<file path="config.mk">
export PLATFORM = sky130hd
export DESIGN_NAME = div_seq_controller
export DESIGN_NICKNAME = d
export VERILOG_FILES = /design/src/rtl/div_seq_controller.sv
export SDC_FILE = /design/constraint.sdc
export NUM_CORES = 1
export LEC_CHECK = 0
export CAP_MARGIN = 20
export CORE_MARGIN = 2
export CORE_UTILIZATION = 43
export DETAILED_ROUTE_END_ITERATION = 16
export PLACE_DENSITY = 0.74
export SLEW_MARGIN = 20
export SYNTH_ARGS = -nofsm -noshare
export SYNTH_HDL_FRONTEND = slang
export SYNTH_SLANG_ARGS = --single-unit
</file>
<file path="constraint.sdc">
create_clock -name clk -period 1.64 [get_ports clk]
set_clock_uncertainty 0.2 [all_clocks]
set_input_delay 0.246 -clock clk [delete_from_list [all_inputs] [get_ports clk]]
set_output_delay 0.246 -clock clk [all_outputs]
set_load 0.02 [all_outputs]
</file>
<file path="src/rtl/div_seq_controller.sv">
// Control FSM for a WIDTH-iteration shift/subtract restoring divider with start/valid/ack handshake.
// Optional macro DIV_ZERO_CHECK_EN: a zero divisor jumps from LOAD straight to DONE with dz_err set.
module div_seq_controller #(
    parameter  int WIDTH = 8,
    localparam int CNT_W = $clog2(WIDTH + 1)
) (
    input  logic             clk,
    input  logic             reset,
    input  logic             start,
    input  logic             sign,
    input  logic             divisor_zero,
    input  logic             ack,
    output logic             load,
    output logic             shift,
    output logic             add,
    output logic             inbit,
    output logic [1:0]       sel,
    output logic             busy,
    output logic             valid,
    output logic             dz_err,
    output logic [CNT_W-1:0] iter
);

    typedef enum logic [2:0] {
        IDLE    = 3'd0,
        LOAD    = 3'd1,
        TEST    = 3'd2,
        RESTORE = 3'd3,
        ACCEPT  = 3'd4,
        DONE    = 3'd5
    } state_t;

    state_t state;
    state_t nxt;
    logic   last_iter;

    assign last_iter = (iter == CNT_W'(WIDTH - 1));

`ifdef DIV_ZERO_CHECK_EN
    logic zero_skip;
    assign zero_skip = divisor_zero;
`else
    logic zero_skip;
    logic unused_divisor_zero;
    assign zero_skip           = 1'b0;
    assign unused_divisor_zero = divisor_zero;
`endif

    always_comb begin
        nxt = IDLE;
        case (state)
            IDLE:    nxt = start ? LOAD : IDLE;
            LOAD:    nxt = zero_skip ? DONE : TEST;
            TEST:    nxt = sign ? RESTORE : ACCEPT;
            RESTORE: nxt = last_iter ? DONE : TEST;
            ACCEPT:  nxt = last_iter ? DONE : TEST;
            DONE: begin
                if (!ack)       nxt = DONE;
                else if (start) nxt = LOAD;
                else            nxt = IDLE;
            end
            default: nxt = IDLE;
        endcase
    end

    // Outputs are decoded from the next state and registered, so they track the state register exactly.
    always_ff @(posedge clk or posedge reset) begin
        if (reset) begin
            state  <= IDLE;
            load   <= 1'b0;
            shift  <= 1'b0;
            add    <= 1'b0;
            inbit  <= 1'b0;
            sel    <= 2'b00;
            busy   <= 1'b0;
            valid  <= 1'b0;
            dz_err <= 1'b0;
            iter   <= '0;
        end else begin
            state <= nxt;
            load  <= (nxt == LOAD);
            shift <= (nxt == LOAD) || (nxt == RESTORE) || (nxt == ACCEPT);
            add   <= (nxt == RESTORE);
            inbit <= (nxt == ACCEPT);
            busy  <= (nxt != IDLE) && (nxt != DONE);
            valid <= (nxt == DONE);
            case (nxt)
                LOAD:         sel <= 2'b10;
                TEST,RESTORE: sel <= 2'b01;
                ACCEPT:       sel <= 2'b11;
                default:      sel <= 2'b00;
            endcase
            if (nxt == LOAD)
                iter <= '0;
            else if (state == RESTORE || state == ACCEPT)
                iter <= iter + 1'b1;
            if (state == LOAD)
                dz_err <= zero_skip;
            else if (nxt != DONE)
                dz_err <= 1'b0;
`ifndef SYNTHESIS
            if (!(state inside {IDLE, LOAD, TEST, RESTORE, ACCEPT, DONE}))
                $display("div_seq_controller: illegal state encoding %0d, returning to IDLE", state);
`endif
        end
    end

endmodule

</file>
# Word-level counts from Yosys, hierarchy flattened
# Index checks and enable logic that the tools add are counted.
# classes
n_eq_ne,12
addsub,1
n_mux,10
n_reduce_logical,10
# op_table
op,n
$pmux W3 S5,1
$eq A3 B2 Y1 const B,4
$eq A3 B3 Y1 const B,4
$mux W3,3
$mux W4,2
$eq A3 B1 Y1 const B,2
$pmux W2 S3,1
$add A4 B1 Y4 const B,1
$eq A4 B3 Y1 const B,1
$reduce_bool A2 Y1,2
$reduce_or A2 Y1,2
$logic_not A3 Y1,1
$logic_or A1 B1 Y1,3
$mux W1,3
$ne A3 B3 Y1 const B,1
$reduce_bool A3 Y1,1
$logic_and A1 B1 Y1,1
# word_totals
wordCells,43
output_inout_bits,13
reg_bits,16
inputBits,6

# Longest topological paths before layout
# Gate-level depths: netlist of run 1.
# logic_depth
word_depth,6
ltp_mapped,5
mapped_depth_nobuf,4

# Least setup slack after synthesis of run 1
# OpenSTA, ideal clock, no wires.
# synth_path
path_kind,reg-to-reg
startpoint,reg iter[0]
endpoint,reg busy
setup_time_ns,0.101
t_required_ns,1.339
path_buffers,0
arrival_ns,1.498
synth_period_minus_slack_ns,1.799
path_stages_with_launch,5
slack_ns,-0.159
path_cell_list,dfrtp_1 -> ha_1 -> and3b_4 -> or4b_4 -> o311ai_2
# synth_between
elab_chain_cells,5
elab_cells_between_ends,6
classes_between,eq/ne (2); mux (2); reduce/logical (2)
# synth_rtl
item,line_no,rtl
from (decl),21,output logic [CNT_W-1:0] iter
from (signal assigned),96,iter <= iter + 1'b1;
$eq A4 B3 Y1 *,37,assign last_iter = (iter == CNT_W'(WIDTH - 1));
$mux W3 *,"55, 56",
$pmux W3 S5 *,51,case (state)
$ne A3 B3 Y1 or $reduce_bool A3 Y1 (tied branches),85,busy <= (nxt != IDLE) && (nxt != DONE);
$logic_and A1 B1 Y1 *,85,
to (signal assigned),85,
to (decl),18,"output logic busy,"
# Every way passes the cells marked *; elsewhere a longest branch is shown, timed or not.
# A chain may end at the register's enable or synchronous reset.

# Final worst setup path of run 1
# layout_path
startpoint,reg iter[1]
endpoint,reg busy
# The elaborated chain is that of the path after synthesis.

==> results by group, run 1 <==
Place
  – DP HPWL: 1190 um
  – Placer congestion estimate: 0.815
  – IO Port Bufs: 16

Routing
  – DRC: 0
  – Wire length per cell: 12.7 um
  – Total number of vias: 677
  – WL final: 1630 um
  – Routed Antenna Nets: 0
  – DR vias/cell: 5.25
  – DRT iter0 DRCs: 8
  – DRT Pass-1 Iters: 4

Clocking
  – Clk_lat worst skew: 0.28 ns
  – Clock Root Buffer: clkbuf_4
  – CTS Sinks: 15
  – CTS buffer count: 3
  – CTS clk-pin slew, worst paths: 0.09 ns
  – CTS Buffer Depth: 2
  – H-tree levels: 1
  – CTS tree: built

Synth
  – Post-synth EDFFs: 0
  – Ys async rst share: 1.00
  – Synth cell types: 40
  – Post-synth top cells: 15 x dfrtp_1, 6 x a21oi_1, 4 x nor3_1
  – Seq/Total Area, Yosys: 0.474
  – Mapped cell area: 792 um2
  – Synth warnings: 0
  – Top-count cell post-synth: dfrtp_1
  – Synth Area per Inst: 10.7 um2
  – Syn Nets: 81
  – Synth Register Bits: 15
  – Top-area cell type share of the netlist area: 0.474
  – Main synth FF type: dfrtp_1
  – Synth area leaders: dfrtp_1 47%, a21oi_1 3.8%, buf_4 2.8%
  – Gate count after technology mapping: 74
  – Cell type with the largest total area after synthesis: dfrtp_1

Floorplanning
  – Core area: 1730 um2
  – Die height: 46.9 um
  – Initial Util: 0.459
  – Die Footprint: 2200 um2
  – Chip Width: 46.9 um
  – I/O pins: 19
  – Row cnt: 15

Finish
  – Layout cells sized above 1: 0.337
  – # fillers: 162
  – P&R area growth vs syn: 40.1%
  – Nets: 112
  – Final Util: 0.643
  – Reg area: 379 um2
  – Multi-input logic area: 404 um2
  – N_diodes: 0

Run
  – Max_cap viols: 0

Worst setup path
  – Crit path DAT: 1.65 ns
  – Setup Crit Path Kind: register to register
  – Reg-to-Reg Start: iter[1]$_DFFE_PP0P_
  – Worst endpoint required time: 1.63 ns
  – CP Max Fanout: 3
  – CP endpoint kind: register
  – Flop2flop setup slack: -0.02 ns
  – Crit start category: register
  – RR Endpoint: busy$_DFF_PP0_
  – Reg2Reg Depth: 4

Timing
  – Period utilization: 1.01
  – RSZ-0062 raised after global routing: true
  – Min cycle time layout: 1.66 ns
  – Fmax achieved: 0.603 GHz
  – Fin. Hold Viols: 0
  – Final Setup Violations: 1
  – Worst Slack Setup Final: -0.0177 ns
  – Fin. max-slew vios: 0

GRT
  – Total congestion overflow: 0
  – Global-route wire length before repair: 2770 um
  – Largest net degree at the start of global routing: 16
  – Initial antenna violation count: 0
  – Vias in the first global route: 622
  – Gr usage total: 0.183

Power
  – P_leak: 0.000508 uW
  – PwrDens: 1680 nW/um2
  – Tot Pwr: 1860 uW
  – Maximum vdd drop: 0.00103 V

Run status
  – Violated checks: setup timing
  – Status: finished, violations left

Worst hold path
  – Path type of the worst min-delay path: input pin to asynchronous set/reset pin
final cells by class:
cell class / instances / share of cell area
clock buffers: 3 / 0.0203
clock inverters: 1 / 0.00451
inverters: 2 / 0.00676
multi-input cells: 52 / 0.364
flip-flops and latches: 15 / 0.342
well taps: 25 / 0.0282
repair buffers: 31 / 0.234
timing repair:
| action | CTS | global route |
|---|---|---|
| buffers inserted | 0 | 2 |
| resized for setup | 12 | 6 |
| hold buffers | 0 | 0 |
| endpoints found under the setup margin | 15 | 11 |
cell usage in the layout, fill, tap and decap left out, types with 3 or more instances in the layout:
cell type and n:
dfrtp_1 12, dlygate4sd2_1 10, nor3_1 4, a21oi_1 5, nor2_1 3, clkbuf_4 3, buf_4 15, o21ai_0 3
clkdlybuf4s50_1 4, dfrtp_2 3
sequential cells by signal, indices dropped and copies added (netlist names):
register	cells
sel	2
shift	1
busy	1
add	1
valid	1
state	3
iter	4
inbit	1
load	1
worst max path at each step:
stage	from	end	slack (ns)	cells past startpoint
6_report	iter[1]$_DFFE_PP0P_	busy$_DFF_PP0_	-0.02	4
5_1_grt	state[1]$_DFF_PP0_	sel[1]$_DFF_PP0_	-0.06	4
4_1_cts	iter[1]$_DFFE_PP0P_	sel[0]$_DFF_PP0_	-0.01	4
3_5_place_dp	ack	iter[3]$_DFFE_PP0P_	-0.04	5
3_3_place_gp	ack	iter[3]$_DFFE_PP0P_	-0.01	5
2_1_floorplan	iter[0]$_DFFE_PP0P_	busy$_DFF_PP0_	-0.07	4
critical path: stages, from the launching register on:
cell	delay [ns]
dfrtp_2	0.43
ha_4	0.16
and3b_4	0.17
or4b_4	0.52
o311ai_2	0.10
kinds of logic after synthesis:
| family | after synthesis | share of synthesized area |
|---|---|---|
| AO/OA/AOI/OAI | 18 | 0.152 |
| buffers and inverters | 7 | 0.0506 |
| flip-flops | 15 | 0.474 |
| multiplexers | 2 | 0.0284 |
| adder cells (fa/ha/maj) | 1 | 0.0158 |
| other | 1 | 0.00473 |
| AND/OR/NAND/NOR | 30 | 0.275 |
power by group:
group          switching (uW)  total [uW]  internal (uW)
sequential                138         655            516
clock                     115         206           90.5
combinational             510        1000            494
layer usage:
metal / up-vias / track usage / routed length [um]
met5: - / 0 / 0
met4: 0 / 0.0500 / 19
met3: 2 / 0.0577 / 50
met2: 13 / 0.301 / 802
met1: 326 / 0.233 / 760
li1: 336 / - / -
metrics by stage:
stage          instances  area [um2]  hold slack [ns]  TNS [ns]  worst slack (ns)
3_5_place_dp         123        1060            0.368   -0.0702           -0.0428
4_1_cts              127        1080           0.0560   -0.0277           -0.0134
6_report             129        1110           0.0500   -0.0177           -0.0177
2_1_floorplan         74         807          -0.0527    -0.160           -0.0660
3_3_place_gp         123        1060            0.361   -0.0226           -0.0126
5_1_grt              129        1110           0.0762    -0.239           -0.0579
Power figures use the tool's default switching activity.
==> run 2: changes to the inputs <==
Settings changed: CTS_CLUSTER_DIAMETER set to 80, SKIP_CTS_REPAIR_TIMING set to 1.
==> run 2 against run 1 <==
Compared with the run above: the run still ends with setup timing left; maximum frequency is essentially flat; clock power is essentially flat; critical path depth is the same; combinational power grew 8%; via count is the same; die area is the same; first-iteration DRC count is the same; sequential power grew 0.8%; wire length grew 2.3%; final cell count is the same; flip-flop and latch count is the same; core utilization grew 3.0 points; critical path type unchanged; largest cell class unchanged; highest routed layer unchanged.
==> results by group, run 2 (synthesized netlist as in run 1, its figures left out) <==
Run status
  – Status: finished, violations left
  – Violated checks: setup timing

Timing
  – Worst hold slack: 0.0485 ns
  – Period utilization: 1.01
  – Final Setup Violations: 2
  – RSZ-0062 raised after global routing: true
  – Fmax achieved: 0.603 GHz
  – Fin. Hold Viols: 0
  – Fin. max-slew vios: 0
  – Min cycle time layout: 1.66 ns
  – Worst Slack Setup Final: -0.0182 ns

Place
  – Place WS: -0.0428 ns
  – Post-placement cell area: 1060 um2
  – IO Port Bufs: 16
  – Placer congestion estimate: 0.815
  – DP HPWL: 1190 um
  – Placed cells: 123

Finish
  – Top Registers: iter x4, state x3, sel x2
  – Post-route non-filler standard cell count: 129
  – Final Util: 0.673
  – Commonest cells after routing, fill and taps aside: 15 x buf_4, 12 x dlymetal6s2s_1, 11 x dfrtp_1
  – Nets: 112
  – Layout cells sized above 1: 0.346
  – P&R area growth vs syn: 46.8%
  – Design Area, Final: 1160 um2
  – # fillers: 150
  – Top reg by flops: iter
  – Max reg flops: 4
  – N_diodes: 0
  – Leading cell type in the layout, fill and taps excluded: buf_4

Power
  – Sequential Power Share: 0.340
  – Clock power share: 0.106
  – PwrDens: 1670 nW/um2
  – Maximum vdd drop: 0.00105 V
  – Psw: 776 uW
  – Comb pwr share: 0.554
  – P_leak: 0.000643 uW
  – Internal power: 1170 uW
  – Switching Fraction: 0.399

Floorplanning
  – Die height: 46.9 um
  – Chip Width: 46.9 um
  – Initial Util: 0.459
  – Core area: 1730 um2
  – I/O pins: 19
  – Row cnt: 15
  – Die Footprint: 2200 um2

Worst setup path
  – Largest delay share family, worst path: simple AND/OR/NAND/NOR gates
  – Setup Crit Path Kind: register to register
  – CP endpoint kind: register
  – Crit path DAT: 1.65 ns
  – Max stage delay cell, worst path: or4b_4
  – CP Max Fanout: 3
  – Buf/Inv on CP: 0
  – Worst endpoint required time: 1.63 ns
  – Crit start category: register
  – Largest stage delay, worst path: 0.53 ns
  – Cell breakdown of the critical path: ha_4 > and3b_4 > or4b_4 > o311ai_2
  – Flop2flop setup slack: -0.02 ns

GRT
  – Largest net degree at the start of global routing: 16
  – Initial antenna violation count: 0
  – Total congestion overflow: 0
  – Gr usage total: 0.182
  – Vias in the first global route: 611
  – Global-route wire length before repair: 2750 um

Clocking
  – CTS buffer count: 3
  – CTS Sinks: 15
  – CTS tree: built
  – Clock Root Buffer: clkbuf_4
  – CTS clk-pin slew, worst paths: 0.09 ns
  – Clk_lat worst skew: 0.28 ns
  – CTS Buffer Depth: 2
  – H-tree levels: 1

Routing
  – Total number of vias: 677
  – Wire length per cell: 12.9 um
  – DRC: 0
  – Routed Antenna Nets: 0
  – WL final: 1670 um
  – DR vias/cell: 5.25
  – DRT Pass-1 Iters: 2
  – DRT iter0 DRCs: 8

Run
  – Max_cap viols: 0

Worst hold path
  – Path type of the worst min-delay path: input pin to asynchronous set/reset pin
[run 2: cell count changes in the layout (fill, tap and decap cells not counted), sizes merged]
| cell | delta |
|---|---|
| clkdlybuf4s15 | -2 |
| dlymetal6s2s | +12 |
| dlygate4sd2 | -10 |
[run 2: stage by stage]
| step | TNS, ns | power [uW] |
|---|---|---|
| 2_1_floorplan | -0.160 | 1260 |
| 3_3_place_gp | -0.0226 | 1650 |
| 3_5_place_dp | -0.0702 | 1680 |
| 4_1_cts | -0.868 | 1890 |
| 5_1_grt | -0.118 | 2090 |
| 6_report | -0.0289 | 1940 |
[run 2: worst register-to-register path: stages, from the launching register on]
cell	delay, ns
dfrtp_2	0.43
ha_4	0.16
and3b_4	0.17
or4b_4	0.53
o311ai_2	0.09
[run 2: area by class of cell]
cell class | count | area [um2] | share of cell area
clock buffers | 3 | 22.5 | 0.0194
clock inverters | 1 | 5.00 | 0.00431
inverters | 2 | 7.51 | 0.00646
multi-input cells | 52 | 413 | 0.355
flip-flops and latches | 15 | 380 | 0.327
well taps | 25 | 31.3 | 0.0269
repair buffers | 31 | 303 | 0.260
[run 2: worst paths after layout]
check,start,to,cells after the start
min in group clk,state[0]$_DFF_PP0_,add$_DFF_PP0_,1
min reg2reg,state[0]$_DFF_PP0_,add$_DFF_PP0_,1
max,iter[1]$_DFFE_PP0P_,busy$_DFF_PP0_,4
max reg2reg,iter[1]$_DFFE_PP0P_,busy$_DFF_PP0_,4
min,reset,shift$_DFF_PP0_,3
max in group asynchronous,reset,iter[1]$_DFFE_PP0P_,3
[run 2: routing by layer]
metal,part of all wire,vias up,track usage
met2,0.49,11,0.299
met3,0.034,2,0.0577
met5,0,-,0
li1,-,332,-
met1,0.47,332,0.230
met4,0.011,0,0.0500
[run 2: power by group through the flow]
stage	clock (uW)	sequential (uW)	combinational [uW]
2_1_floorplan	0	753	503
3_3_place_gp	0	659	990
3_5_place_dp	0	665	1010
4_1_cts	215	657	1010
5_1_grt	232	691	1170
6_report	206	660	1080
==> variant (flow settings as in run 1) <==
Build with the macro `DIV_ZERO_CHECK_EN` defined.
--- a/src/rtl/div_seq_controller.sv
+++ b/src/rtl/div_seq_controller.sv
@@ -1,5 +1,7 @@
 // Control FSM for a WIDTH-iteration shift/subtract restoring divider with start/valid/ack handshake.
 // Optional macro DIV_ZERO_CHECK_EN: a zero divisor jumps from LOAD straight to DONE with dz_err set.
+`define DIV_ZERO_CHECK_EN
+
 module div_seq_controller #(
     parameter  int WIDTH = 8,
     localparam int CNT_W = $clog2(WIDTH + 1)
Behaviour: not the same (a bounded check fails within 4 cycles, from zero or initial values and one cycle with reset high).
==> variant against run 1 <==
  * Worst setup slack improved by 0.057 ns
  * Sequential cell count increased by 1
  * Critical path depth increased by 2
  * Sequential power decreased by 2%
  * Area after synthesis down 3.0%
  * Final cell count down 2.3%
  * Global-route usage shrank 2.0 points
  * Cell area decreased by 4.2%
  * Routed wire length fell by 5.0%
  * Total power is 3.1% lower
  * Largest cell class is now sequential cells
==> variant: results (changes against run 1) <==
Signal buf overhead=23.2% (-0.27 points); top cells by area, synth=dfrtp_1 (52%), nand3b_1 (4.9%), nand2b_1 (4.1%); Final nets=109 (-2.7%); fin cells=126 (-2.3%); Seq area share=37.9% (+3.7 points); first-pass GRT wire length=2420 µm (-13%); global routing met3 resource utilization=2.75% (-3.0 points); # fillers=146 (-9.9%); area grow syn2layout=38.4%; run status=finished, final reports clean; port bufs=18 (+2); R2R setup slack=0.04 ns (+0.06 ns); met1 WL=675 µm (-11%); largest net degree at the start of global routing=17 (+1); Synthesized Nets=78 (-3.7%); placed cell count=118 (-4.1%); GPL Wtd Cong=0.786 (-3.6%); metal2 WL=796 µm (-0.75%); highest clock rate=625 MHz (+3.5%); GRT met1 Usage=20.8% (-2.4 points); DRT iter0 DRCs=5 (-3); Post-Place Worst Slack=-0.0940 ns (-0.0512 ns); Mapped Cells=71 (-4.1%); met3 wire len=54 µm (+8.0%); sequential fraction of the synthesis area=52.1% (+4.7 points); area of the multi-input gates=335 µm² (-17%); routed len/inst=12.3 µm (-2.7%); Final HPWL DP=1080 µm (-9.4%); Hold WS=0.0546 ns (+0.00464 ns); clock network contribution to total cell area=3.41% (+0.93 points); clkbuf count=4 (+1); Mean Syn Cell Area=10.8 µm² (+1.1%); most instantiated cells after synthesis=dfrtp_1 (16), nor2_1 (6), nand2b_1 (5), nand3b_1 (5); layout cell share with drive strength beyond 1=23.8% (-9.9 points); arrival time at the worst endpoint=1.55 ns (-0.10 ns); Max VDD drop=0.885 mV (-14%); GRT Total Usage=16.3% (-2.0 points); multi-input logic cell count=49 (-5.8%); Clock Sinks=16 (+1); vias in the first global route=577 (-7.2%); Signal buffers=29 (-6.5%); via count of the routed design=629 (-7.1%)
==> variant: changes by cell type after synthesis, sizes merged, moves of 3 or more <==
| cell | run 1 | this run |
|---|---|---|
| nor3 | 4 | 1 |
| xnor2 | 0 | 3 |
| nand2 | 2 | 5 |
| nor2 | 3 | 6 |
| nand3b | 1 | 6 |
| nand2b | 2 | 5 |
==> variant: path summary, 6_finish.rpt <==
kind / from / endpoint / cells past startpoint
max in group asynchronous: reset / state[0]$_DFF_PP0_ / 3
max reg2reg: state[1]$_DFF_PP0_ / state[2]$_DFF_PP0_ / 6
min: reset / sel[0]$_DFF_PP0_ / 3
min in group clk: dz_err$_DFFE_PP0P_ / dz_err$_DFFE_PP0P_ / 2
min reg2reg: dz_err$_DFFE_PP0P_ / dz_err$_DFFE_PP0P_ / 2
max: state[1]$_DFF_PP0_ / state[2]$_DFF_PP0_ / 6
==> variant: worst max-delay path: stages (launching register included) <==
cell and delay, ns:
dfrtp_2 0.46, buf_4 0.15, nand3b_2 0.10, buf_4 0.14, a21oi_1 0.07, a21oi_1 0.21, o211ai_1 0.13
==> variant: power breakdown <==
part	switching, mW	internal (mW)
clock network	0.119	0.135
registers	0.101	0.540
logic	0.476	0.433
total	0.697	1.11
==> variant: cell families (layout without fill, tap and decap cells) <==
| kind of cell | count (synthesis) | count (layout) | share of synthesized area (%) |
|---|---|---|---|
| compound gates | 14 | 14 | 13.0 |
| xor+xnor | 3 | 3 | 3.42 |
| fa+ha+maj | 1 | 1 | 1.63 |
| buf+inv | 6 | 36 | 4.89 |
| flops | 16 | 16 | 52.1 |
| mux | 1 | 1 | 1.30 |
| simple gates | 30 | 30 | 23.6 |
==> variant: repair_timing <==
action,4_1_cts,5_1_grt
resized for setup,13,3
endpoints found under the setup margin,13,8
setup buffers,0,4
hold endpoints to repair,0,0
